==> config.mk <==
export PLATFORM = sky130hd
export DESIGN_NAME = alu_seq_flat
export DESIGN_NICKNAME = d
export VERILOG_FILES = /design/src/rtl/alu_seq_if.sv /design/src/rtl/alu_seq.sv /design/src/flat_wrapper.sv
export SDC_FILE = /design/constraint.sdc
export NUM_CORES = 1
export LEC_CHECK = 0
export CAP_MARGIN = 20
export CORE_MARGIN = 2
export CORE_UTILIZATION = 48
export DETAILED_ROUTE_END_ITERATION = 7
export GPL_TIMING_DRIVEN = 0
export PLACE_DENSITY = 0.81
export SLEW_MARGIN = 20
export SYNTH_ARGS = -nofsm -noshare
export SYNTH_HDL_FRONTEND = slang
export SYNTH_SLANG_ARGS = --single-unit
==> constraint.sdc <==
create_clock -name clk -period 6.03 [get_ports clk]
set_clock_uncertainty 0.05 [all_clocks]
set_input_delay 0.9045 -clock clk [delete_from_list [all_inputs] [get_ports clk]]
set_output_delay 0.9045 -clock clk [all_outputs]
set_load 0.02 [all_outputs]
==> src/rtl/alu_seq_if.sv <==
// Request/result bundle for alu_seq: operands, Hack control bits and op on the
// request side, result and flags on the response side, each with valid/ready.
interface alu_seq_if #(
    parameter int WIDTH = 16
);
    logic             in_valid;
    logic             in_ready;
    logic [WIDTH-1:0] x;
    logic [WIDTH-1:0] y;
    logic             zx, nx, zy, ny, f, no;
    logic [1:0]       op;
    logic             out_valid;
    logic             out_ready;
    logic [WIDTH-1:0] out;
    logic             zr, ng, cy, ov;

    modport master (
        output in_valid, x, y, zx, nx, zy, ny, f, no, op, out_ready,
        input  in_ready, out_valid, out, zr, ng, cy, ov
    );

    modport slave (
        input  in_valid, x, y, zx, nx, zy, ny, f, no, op, out_ready,
        output in_ready, out_valid, out, zr, ng, cy, ov
    );
endinterface

==> src/rtl/alu_seq.sv <==
// Multi-cycle Hack ALU: single-cycle hack ops, iterative 1-bit/cycle shifts and
// a shift-add unsigned multiplier, one operation in flight at a time.
module alu_seq #(
    parameter int WIDTH = 16
) (
    input logic      clk,
    input logic      rst_n,
    alu_seq_if.slave bus
);
    localparam int SHW = $clog2(WIDTH);
    localparam int CW  = $clog2(WIDTH + 1);

    typedef enum logic [1:0] {IDLE, BUSY, DONE} state_e;
    typedef enum logic [1:0] {OP_HACK = 2'b00, OP_SHL = 2'b01, OP_SHR = 2'b10, OP_MUL = 2'b11} op_e;

    state_e           state_q, state_d;
    op_e              op_q, op_d;
    logic             no_q, no_d;
    logic [CW-1:0]    cnt_q, cnt_d;
    logic [WIDTH-1:0] acc_q, acc_d;   // shift value, or product high half
    logic [WIDTH-1:0] mpl_q, mpl_d;   // multiplier, collects product low half
    logic [WIDTH-1:0] mcd_q, mcd_d;
    logic [WIDTH-1:0] out_q, out_d;
    logic             zr_q, zr_d, ng_q, ng_d, cy_q, cy_d, ov_q, ov_d;

    logic [WIDTH-1:0] x2, y2, res, shifted;
    logic [WIDTH:0]   hsum, msum;
    logic             load, fin_no, res_cy, res_ov, shift_out;

    assign x2 = bus.nx ? ~(bus.zx ? '0 : bus.x) : (bus.zx ? '0 : bus.x);
    assign y2 = bus.ny ? ~(bus.zy ? '0 : bus.y) : (bus.zy ? '0 : bus.y);

    // NOTE: every variable gets a default before the case so no path leaves it unassigned (no latches).
    always_comb begin
        state_d = state_q;
        op_d    = op_q;
        no_d    = no_q;
        cnt_d   = cnt_q;
        acc_d   = acc_q;
        mpl_d   = mpl_q;
        mcd_d   = mcd_q;
        out_d   = out_q;
        zr_d    = zr_q;
        ng_d    = ng_q;
        cy_d    = cy_q;
        ov_d    = ov_q;
        load    = 1'b0;
        fin_no  = no_q;
        res     = '0;
        res_cy  = 1'b0;
        res_ov  = 1'b0;

        hsum = {1'b0, x2} + {1'b0, y2};
        msum = {1'b0, acc_q} + {1'b0, (mpl_q[0] ? mcd_q : '0)};
        if (op_q == OP_SHL) begin
            shifted   = {acc_q[WIDTH-2:0], 1'b0};
            shift_out = acc_q[WIDTH-1];
        end else begin
            shifted   = {1'b0, acc_q[WIDTH-1:1]};
            shift_out = acc_q[0];
        end

        case (state_q)
            IDLE: begin
                if (bus.in_valid) begin
                    op_d   = op_e'(bus.op);
                    no_d   = bus.no;
                    fin_no = bus.no;
                    case (op_e'(bus.op))
                        OP_HACK: begin
                            load    = 1'b1;
                            res     = bus.f ? hsum[WIDTH-1:0] : (x2 & y2);
                            res_cy  = bus.f & hsum[WIDTH];
                            res_ov  = bus.f & (x2[WIDTH-1] == y2[WIDTH-1]) & (hsum[WIDTH-1] != x2[WIDTH-1]);
                            state_d = DONE;
                        end
                        OP_SHL, OP_SHR: begin
                            if (y2[SHW-1:0] == '0) begin
                                load    = 1'b1;
                                res     = x2;
                                state_d = DONE;
                            end else begin
                                acc_d   = x2;
                                cnt_d   = CW'(y2[SHW-1:0]);
                                state_d = BUSY;
                            end
                        end
                        default: begin
                            acc_d   = '0;
                            mpl_d   = y2;
                            mcd_d   = x2;
                            cnt_d   = CW'(WIDTH);
                            state_d = BUSY;
                        end
                    endcase
                end
            end
            BUSY: begin
                cnt_d = cnt_q - CW'(1);
                if (op_q == OP_MUL) begin
                    acc_d  = msum[WIDTH:1];
                    mpl_d  = {msum[0], mpl_q[WIDTH-1:1]};
                    res    = mpl_d;
                    res_cy = |acc_d;
                end else begin
                    acc_d  = shifted;
                    res    = shifted;
                    res_cy = shift_out;
                end
                if (cnt_q == CW'(1)) begin
                    load    = 1'b1;
                    state_d = DONE;
                end
            end
            DONE: begin
                if (bus.out_ready) state_d = IDLE;
            end
            default: state_d = IDLE;
        endcase

        if (load) begin
            out_d = fin_no ? ~res : res;
            zr_d  = (out_d == '0);
            ng_d  = out_d[WIDTH-1];
            cy_d  = res_cy;
            ov_d  = res_ov;
        end
    end

    // NOTE: sequential state uses non-blocking assignments so all registers update together.
    always_ff @(posedge clk or negedge rst_n) begin
        if (!rst_n) begin
            state_q <= IDLE;
            op_q    <= OP_HACK;
            no_q    <= 1'b0;
            cnt_q   <= '0;
            acc_q   <= '0;
            mpl_q   <= '0;
            mcd_q   <= '0;
            out_q   <= '0;
            zr_q    <= 1'b0;
            ng_q    <= 1'b0;
            cy_q    <= 1'b0;
            ov_q    <= 1'b0;
        end else begin
            state_q <= state_d;
            op_q    <= op_d;
            no_q    <= no_d;
            cnt_q   <= cnt_d;
            acc_q   <= acc_d;
            mpl_q   <= mpl_d;
            mcd_q   <= mcd_d;
            out_q   <= out_d;
            zr_q    <= zr_d;
            ng_q    <= ng_d;
            cy_q    <= cy_d;
            ov_q    <= ov_d;
        end
    end

    assign bus.in_ready  = (state_q == IDLE);
    assign bus.out_valid = (state_q == DONE);
    assign bus.out       = out_q;
    assign bus.zr        = zr_q;
    assign bus.ng        = ng_q;
    assign bus.cy        = cy_q;
    assign bus.ov        = ov_q;
endmodule

==> src/flat_wrapper.sv <==
// flat-port wrapper written by rule: the top's interface ports become plain ports
module alu_seq_flat 
#(
    parameter int WIDTH = 16
)
  (clk, rst_n, bus_in_valid, bus_x, bus_y, bus_zx, bus_nx, bus_zy, bus_ny, bus_f, bus_no, bus_op, bus_out_ready, bus_in_ready, bus_out_valid, bus_out, bus_zr, bus_ng, bus_cy, bus_ov);
  alu_seq_if #(.WIDTH(WIDTH)) bus_i ();
  input logic clk;
  input logic rst_n;
  input wire logic [$bits(bus_i.in_valid)-1:0] bus_in_valid;
  input wire logic [$bits(bus_i.x)-1:0] bus_x;
  input wire logic [$bits(bus_i.y)-1:0] bus_y;
  input wire logic [$bits(bus_i.zx)-1:0] bus_zx;
  input wire logic [$bits(bus_i.nx)-1:0] bus_nx;
  input wire logic [$bits(bus_i.zy)-1:0] bus_zy;
  input wire logic [$bits(bus_i.ny)-1:0] bus_ny;
  input wire logic [$bits(bus_i.f)-1:0] bus_f;
  input wire logic [$bits(bus_i.no)-1:0] bus_no;
  input wire logic [$bits(bus_i.op)-1:0] bus_op;
  input wire logic [$bits(bus_i.out_ready)-1:0] bus_out_ready;
  output wire logic [$bits(bus_i.in_ready)-1:0] bus_in_ready;
  output wire logic [$bits(bus_i.out_valid)-1:0] bus_out_valid;
  output wire logic [$bits(bus_i.out)-1:0] bus_out;
  output wire logic [$bits(bus_i.zr)-1:0] bus_zr;
  output wire logic [$bits(bus_i.ng)-1:0] bus_ng;
  output wire logic [$bits(bus_i.cy)-1:0] bus_cy;
  output wire logic [$bits(bus_i.ov)-1:0] bus_ov;
  assign bus_i.in_valid = bus_in_valid;
  assign bus_i.x = bus_x;
  assign bus_i.y = bus_y;
  assign bus_i.zx = bus_zx;
  assign bus_i.nx = bus_nx;
  assign bus_i.zy = bus_zy;
  assign bus_i.ny = bus_ny;
  assign bus_i.f = bus_f;
  assign bus_i.no = bus_no;
  assign bus_i.op = bus_op;
  assign bus_i.out_ready = bus_out_ready;
  assign bus_in_ready = bus_i.in_ready;
  assign bus_out_valid = bus_i.out_valid;
  assign bus_out = bus_i.out;
  assign bus_zr = bus_i.zr;
  assign bus_ng = bus_i.ng;
  assign bus_cy = bus_i.cy;
  assign bus_ov = bus_i.ov;
  alu_seq #(.WIDTH(WIDTH)) u_core (.clk(clk), .rst_n(rst_n), .bus(bus_i));
endmodule
After elaboration in Yosys (flattened, before gate mapping)
Index checks and enable logic that the tools add are counted.
Storage, ports and cells
  register bits: 78
  output and inout port bits: 22
Operators by class
  bitwise operators: 8
  reduce and logical (&&, ||, !) cells: 13
  mux-type cells: 47
  add/subtract/negate cells: 3
  equality and inequality tests: 16
Operators by type and width (count)
  2-to-1 mux 16 bit: 17
  case mux 16 bit (2 select lines): 5
  NOT 16 bit: 3
  adder 16 x 16 -> 17 bit: 2
  case mux 5 bit (2 select lines): 2
  AND 16 bit: 1
  logical NOT 16 bit: 1
  OR reduction 16 bit: 1
  2-to-1 mux 1 bit: 12
  2-to-1 mux 5 bit: 2
  2-to-1 mux 2 bit: 4
  inequality test 2 bit, second input constant: 4
  AND reduction 4 bit: 2
  equality test 2 x 1 -> 1 bit, second input constant: 3
  equality test 2 bit, second input constant: 3
  case mux 1 bit (2 select lines): 3
  case mux 2 bit (3 select lines): 1
  AND reduction 3 bit: 2
  equality test 5 x 1 -> 1 bit, second input constant: 1
  subtractor 5 x 1 -> 5 bit, second input constant: 1
  logical NOT 2 bit: 2
  logical NOT 4 bit: 1
  inequality test 2 x 1 -> 1 bit, second input constant: 2
  case mux 2 bit (2 select lines): 1
  other kinds (9): 11

Depth between registers and ports, before layout
  word-level depth: 11
  mapped depth: 18

Worst setup path after synthesis
OpenSTA, ideal clock, no wires.
  path kind: input to register
  start point: in bus_nx
  end point: reg u_core.zr_q, in the netlist u_core.bus.zr
  stages: 16
  arrival: 4.533 ns
  slack: 1.356 ns
  library setup time: 0.092 ns
  cells stage by stage: buf_4 buf_1 xor2_1 inv_1 ha_1 inv_1 fa_1 or4_4 and4_1 or4b_4 a211o_1 nand3b_1 nand4_1 o311ai_1 nand2_2 o31ai_2
Between the ends
  cells in the longest elaborated chain, start to end: 9
RTL lines
  start, declared: line flat_wrapper.sv:14  | input wire logic [$bits(bus_i.nx)-1:0] bus_nx;
  2-to-1 mux 16 bit *: line alu_seq.sv:30  | assign x2 = bus.nx ? ~(bus.zx ? '0 : bus.x) : (bus.zx ? '0 : bus.x);
  via u_core.x2[0]: line alu_seq.sv:26  | logic [WIDTH-1:0] x2, y2, res, shifted;
  adder 16 x 16 -> 17 bit or AND 16 bit (tied branches): line alu_seq.sv:53, alu_seq.sv:72
  2-to-1 mux 16 bit: line alu_seq.sv:72  | res = bus.f ? hsum[WIDTH-1:0] : (x2 & y2);
  case mux 16 bit (2 select lines) *: line alu_seq.sv:69  | case (op_e'(bus.op))
  2-to-1 mux 16 bit *: line alu_seq.sv:65  | if (bus.in_valid) begin
  case mux 16 bit (2 select lines) *: line alu_seq.sv:63  | case (state_q)
  NOT 16 bit: line alu_seq.sv:122  | out_d = fin_no ? ~res : res;
  2-to-1 mux 16 bit *: line alu_seq.sv:122
  logical NOT 16 bit *: line alu_seq.sv:123  | zr_d = (out_d == '0);
  end signal, assigned: line alu_seq.sv:154  | zr_q <= zr_d;
  end, declared: line alu_seq.sv:24  | logic zr_q, zr_d, ng_q, ng_d, cy_q, cy_d, ov_q, ov_d;
Mark *: on every way through the listed nets, which the timed path passes. The rest lies on a longest branch.
A chain may end at the register's enable or synchronous reset.

Worst setup path in the final report
  start point: in bus_zy
  end point: reg u_core.zr_q, in the netlist u_core.bus.zr
Between the ends
  cells in the longest elaborated chain, start to end: 11
RTL lines
  start, declared: line flat_wrapper.sv:15  | input wire logic [$bits(bus_i.zy)-1:0] bus_zy;
  2-to-1 mux 16 bit *: line alu_seq.sv:31  | assign y2 = bus.ny ? ~(bus.zy ? '0 : bus.y) : (bus.zy ? '0 : bus.y);
  NOT 16 bit: line alu_seq.sv:31
  2-to-1 mux 16 bit *: line alu_seq.sv:31
  adder 16 x 16 -> 17 bit, or another cell as far along: line alu_seq.sv:53  | hsum = {1'b0, x2} + {1'b0, y2};
  2-to-1 mux 16 bit, on equally long branches: line alu_seq.sv:72, alu_seq.sv:78
  case mux 16 bit (2 select lines): line alu_seq.sv:69
  2-to-1 mux 16 bit: line alu_seq.sv:65
  case mux 16 bit (2 select lines): line alu_seq.sv:63
  NOT 16 bit: line alu_seq.sv:122
  2-to-1 mux 16 bit: line alu_seq.sv:122
  logical NOT 16 bit: line alu_seq.sv:123
Every way passes the cells marked *; elsewhere a longest branch is shown, timed or not.

==> flow_summary_export.csv <==
group,metric,value,unit
drt,post_drt_antenna_nets,0,
cts,clock_transition_at_the_register_clock_pins_on_the_worst_setup_and_hold_paths_after_cts,0.06,ns
critical_path,worstSetupEndpoint,"u_core.bus.zr",
drt,drt-met1-wl,9760,um
cells_and_area,num-nets-final,1042,
placed_design,place.port_buffers,62,
timing,tns,0,ns
drt,detail_route.wirelength,23400,um
critical_path,worstPathArrival,5.83,ns
synthesis,netlist_area,6980,um^2
drt,routed-via-count,7255,
critical_path,rr_endpoint,"u_core.bus.cy",
critical_path,critPathCaptureType,"flip-flop",
power,power.clock.fraction,15.0,%
timing,headroom_to_the_max_slew_limit,37.2,%
drt,via_per_inst,6.31,
cells_and_area,insertedDiodeCount,0,
floorplan,die_h,125,um
placed_design,dp_slack,0.157,ns
power,pwr_density_cell,525,nW/um^2
timing,finalHoldViolCount,0,
synthesis,synth_sequential_area_ratio,27.6,%
synthesis,synth_flop_cell,"dfrtp_1",
critical_path,worstReg2RegStart,"u_core.mpl_q[0]",
cells_and_area,flow.area_growth_from_synthesis,17.4,%
synthesis,synth_fp_nets,968,
drt,top_layer,"met4",
global_routing,antenna_violations_before_repair,0,
cts,tritoncts,"yes",
power,power.switching,0.00208,W
min_path,type_of_the_worst_min_delay_path,"input port to asynchronous set/reset pin",
cts,numCtsBuffers,9,
cts,htree_num_levels,3,
global_routing,groute.usage.overall,30.4,%
drt,met2RoutedLength,10000,um
synthesis,synth_top_cells_by_area,"dfrtp_1, xnor2_1, ha_1",
timing,fin_crit,5.62,ns
drt,detail_route.wl_per_cell,20.4,um
placed_design,finalWeightedCongestion,1.01,
run_status,status,"complete, no violations",
critical_path,worst_ep_required_time,6.24,ns
cts,root_buffer_selected_by_cts,"clkbuf_16",
timing,timing.final.setup_violations,0,
cts,cts_setup_buffers,0,
synthesis,share_of_flip_flops_with_an_asynchronous_set_or_reset_after_synthesis,100,%
global_routing,pin_count_of_the_biggest_net_entering_global_routing,58,
synthesis,post-synth-top-area-fraction,27.6,%
critical_path,reg2reg_depth,14,
cells_and_area,filler_cell_count,1314,
power,vdd.ir_drop.worst,0.230,mV
synthesis,synthesis.area_per_instance,7.88,um^2
power,static-leakage-power,3.53,nW
critical_path,critical_path_class,"input port to flip-flop",
power,netSwitchingFraction,48.3,%
timing,worst-slew-pin-transition,0.916,ns
critical_path,rrSetupSlack,1.55,ns
drt,drt_pre_antenna_iters,6,
global_routing,grt_first_pass_wirelength,37200,um
synthesis,synth_enable_flop_cells,0,
floorplan,die_width,125,um
timing,period_share,93.2,%
cts,insertion_delay,0.36,ns
critical_path,critPathLaunchType,"input port",
timing,setup_repair_after_global_routing_missed_its_margin,"false",
synthesis,synth.ff_latch_count,77,
drt,remaining_drc_errors,0,
synthesis,synth_cells,886,
power,pwr-share-seq,22.3,%
floorplan,core,14400,um^2
global_routing,via_count_of_the_first_global_routing_pass,6974,
global_routing,globalRoute.totalOverflow,0,
drt,routed_length_on_met3,2690,um
synthesis,synth-warning-count,0,
synthesis,netlist-cell-type-count,81,
cts,cts-hold-fix-buffers,0,
placed_design,detailedPlacementHpwl,18200,um
synthesis,synth_top_area_cell,"dfrtp_1",
floorplan,die-area,15500,um^2
power,intPower,0.00222,W
cts,clock_tree.buffer_depth,2,
run,drv_cap,0,
cts,number_of_clock_sinks,77,
critical_path,cp_max_fo,10,
timing,postLayoutSetupSlackWorst,0.413,ns
timing,max_freq,0.178,GHz
drt,detail_route.iter0.violations,1050,
floorplan,initial_core_util,48.6,%
floorplan,placementRows,44,
power,combinationalPowerShare,62.7,%
timing,slew_viol_final,0,
cts,postCtsResizedCells,0,
floorplan,num_io_pins,66,
cells_and_area,drive_gt1_share,4.77,%
critical_path,origin_of_the_worst_setup_path,"bus_zy",
==> metal layers <==
layer	track usage, %	vias up
met5	0	-
met4	14.0	0
met3	5.84	70
met2	45.1	499
met1	42.9	3399
li1	-	3287
==> sequential cells by signal (all words and copies together) (netlist names), 2 cells and up <==
name            flops
u_core.acc_q       16
u_core.bus.out     15
u_core.cnt_q        5
u_core.mcd_q       16
u_core.mpl_q       16
u_core.op_q         2
u_core.state_q      2
==> power groups by stage <==
stage	Clock (W)	Combinational, W	Sequential, W
finish	0.000647	0.00269	0.000959
global route	0.000664	0.00293	0.000991
CTS	0.000647	0.00262	0.000953
detailed placement	0	0.00260	0.000955
global placement	0	0.00256	0.000948
floorplan	0	0.00182	0.000963
==> placed cells by master (no fill, tap or decap), drive strengths merged, types with 9 or more instances in the layout <==
cell           netlist  layout
a21o                 9       9
a21oi               82      82
and2                19      19
buf                  8      10
clkbuf              38      50
clkdlybuf4s50        0      61
dfrtp               77      77
ha                  36      36
inv                 53      53
mux2i               21      21
nand2               69      69
nand2b              17      17
nand3               14      14
nor2                89      89
nor2b               22      22
nor3                14      14
o21ai               88      88
o221ai              10      10
o22ai               15      15
xnor2               58      58
xor2                17      17
==> worst min path at each step <==
| stage | startpoint | end | slack [ns] | depth (start not counted) |
|---|---|---|---|---|
| finish | rst_n | u_core.bus.out[7] | 0.39 | 1 |
| global route | rst_n | u_core.bus.out[7] | 0.42 | 1 |
| CTS | rst_n | u_core.bus.out[7] | 0.40 | 1 |
| detailed placement | u_core.bus.ov | u_core.bus.ov | 0.42 | 2 |
| global placement | u_core.bus.ov | u_core.bus.ov | 0.41 | 2 |
| floorplan | u_core.mpl_q[11] | u_core.mpl_q[11] | 0.42 | 2 |
==> worst max-delay path, cell delays in order <==
cell and delay [ns]:
clkdlybuf4s50_1 0.65, clkbuf_1 0.52, nand2b_1 0.23, xnor2_1 0.23
ha_1 0.33, inv_1 0.09, fa_1 0.46, or4_4 0.57
and4_1 0.21, or4b_4 0.58, nand3_1 0.12, a21oi_1 0.07
nor2_1 0.23, mux2i_1 0.24, nand4b_1 0.16, o31ai_2 0.24
==> cell families after synthesis <==
group / Yosys count / share of synthesized area (%)
AOI/OAI and AO/OA: 280 / 24.8
xor gates and xnor gates: 78 / 10.5
adders and majority gates: 38 / 7.03
buffers and inverters: 99 / 5.54
DFF: 77 / 27.6
muxes: 29 / 4.30
and+or+nand+nor: 285 / 20.2
==> through the flow <==
step / hold WS, ns / utilization (%) / power (W) / std cells / instance area [um^2]
global placement: 0.412 / 54.5 / 0.00350 / 1132 / 7830
finish: 0.394 / 57.0 / 0.00430 / 1149 / 8200
floorplan: 0.421 / - / 0.00278 / 886 / 6980
detailed placement: 0.417 / 54.7 / 0.00356 / 1133 / 7860
CTS: 0.397 / 57.0 / 0.00422 / 1149 / 8200
global route: 0.415 / 57.0 / 0.00459 / 1149 / 8200
==> cells in the mapped netlist (3+ instances only) <==
master    count
or2_2         5
o22a_1        3
clkbuf_1     38
or3_1         3
a21boi_0      3
inv_1        52
a21oi_1      81
o21bai_1      8
nor3_1       14
nand3b_1      3
nand4_1       4
buf_4         3
a21o_1        9
xor2_1       17
nand2b_1     16
buf_2         3
and2_1       19
mux2i_1      21
nand3_1      14
dfrtp_1      77
mux2_2        7
nor2_1       89
o21ai_0      88
o211ai_1      5
ha_1         36
xnor2_1      57
o221ai_1     10
nor2b_1      20
o21a_1        7
and3_1        6
o31ai_1       4
a221oi_1      4
xnor3_1       3
a211oi_1      6
a31oi_1       7
o22ai_1      15
nand2_1      68
nor4_1        5
and2b_1       4
==> area by class of cell <==
type	instances	area [um^2]	area share, %
repair buffers	63	646	7.88
multi-input cells	710	4670	56.9
clock buffers	12	246	3.01
inverters	53	199	2.43
flip-flops and latches	77	1930	23.5
clock inverters	4	95.1	1.16
plain buffers	46	188	2.29
well taps	184	230	2.81
No activity file was read; power rests on OpenSTA's default activity.
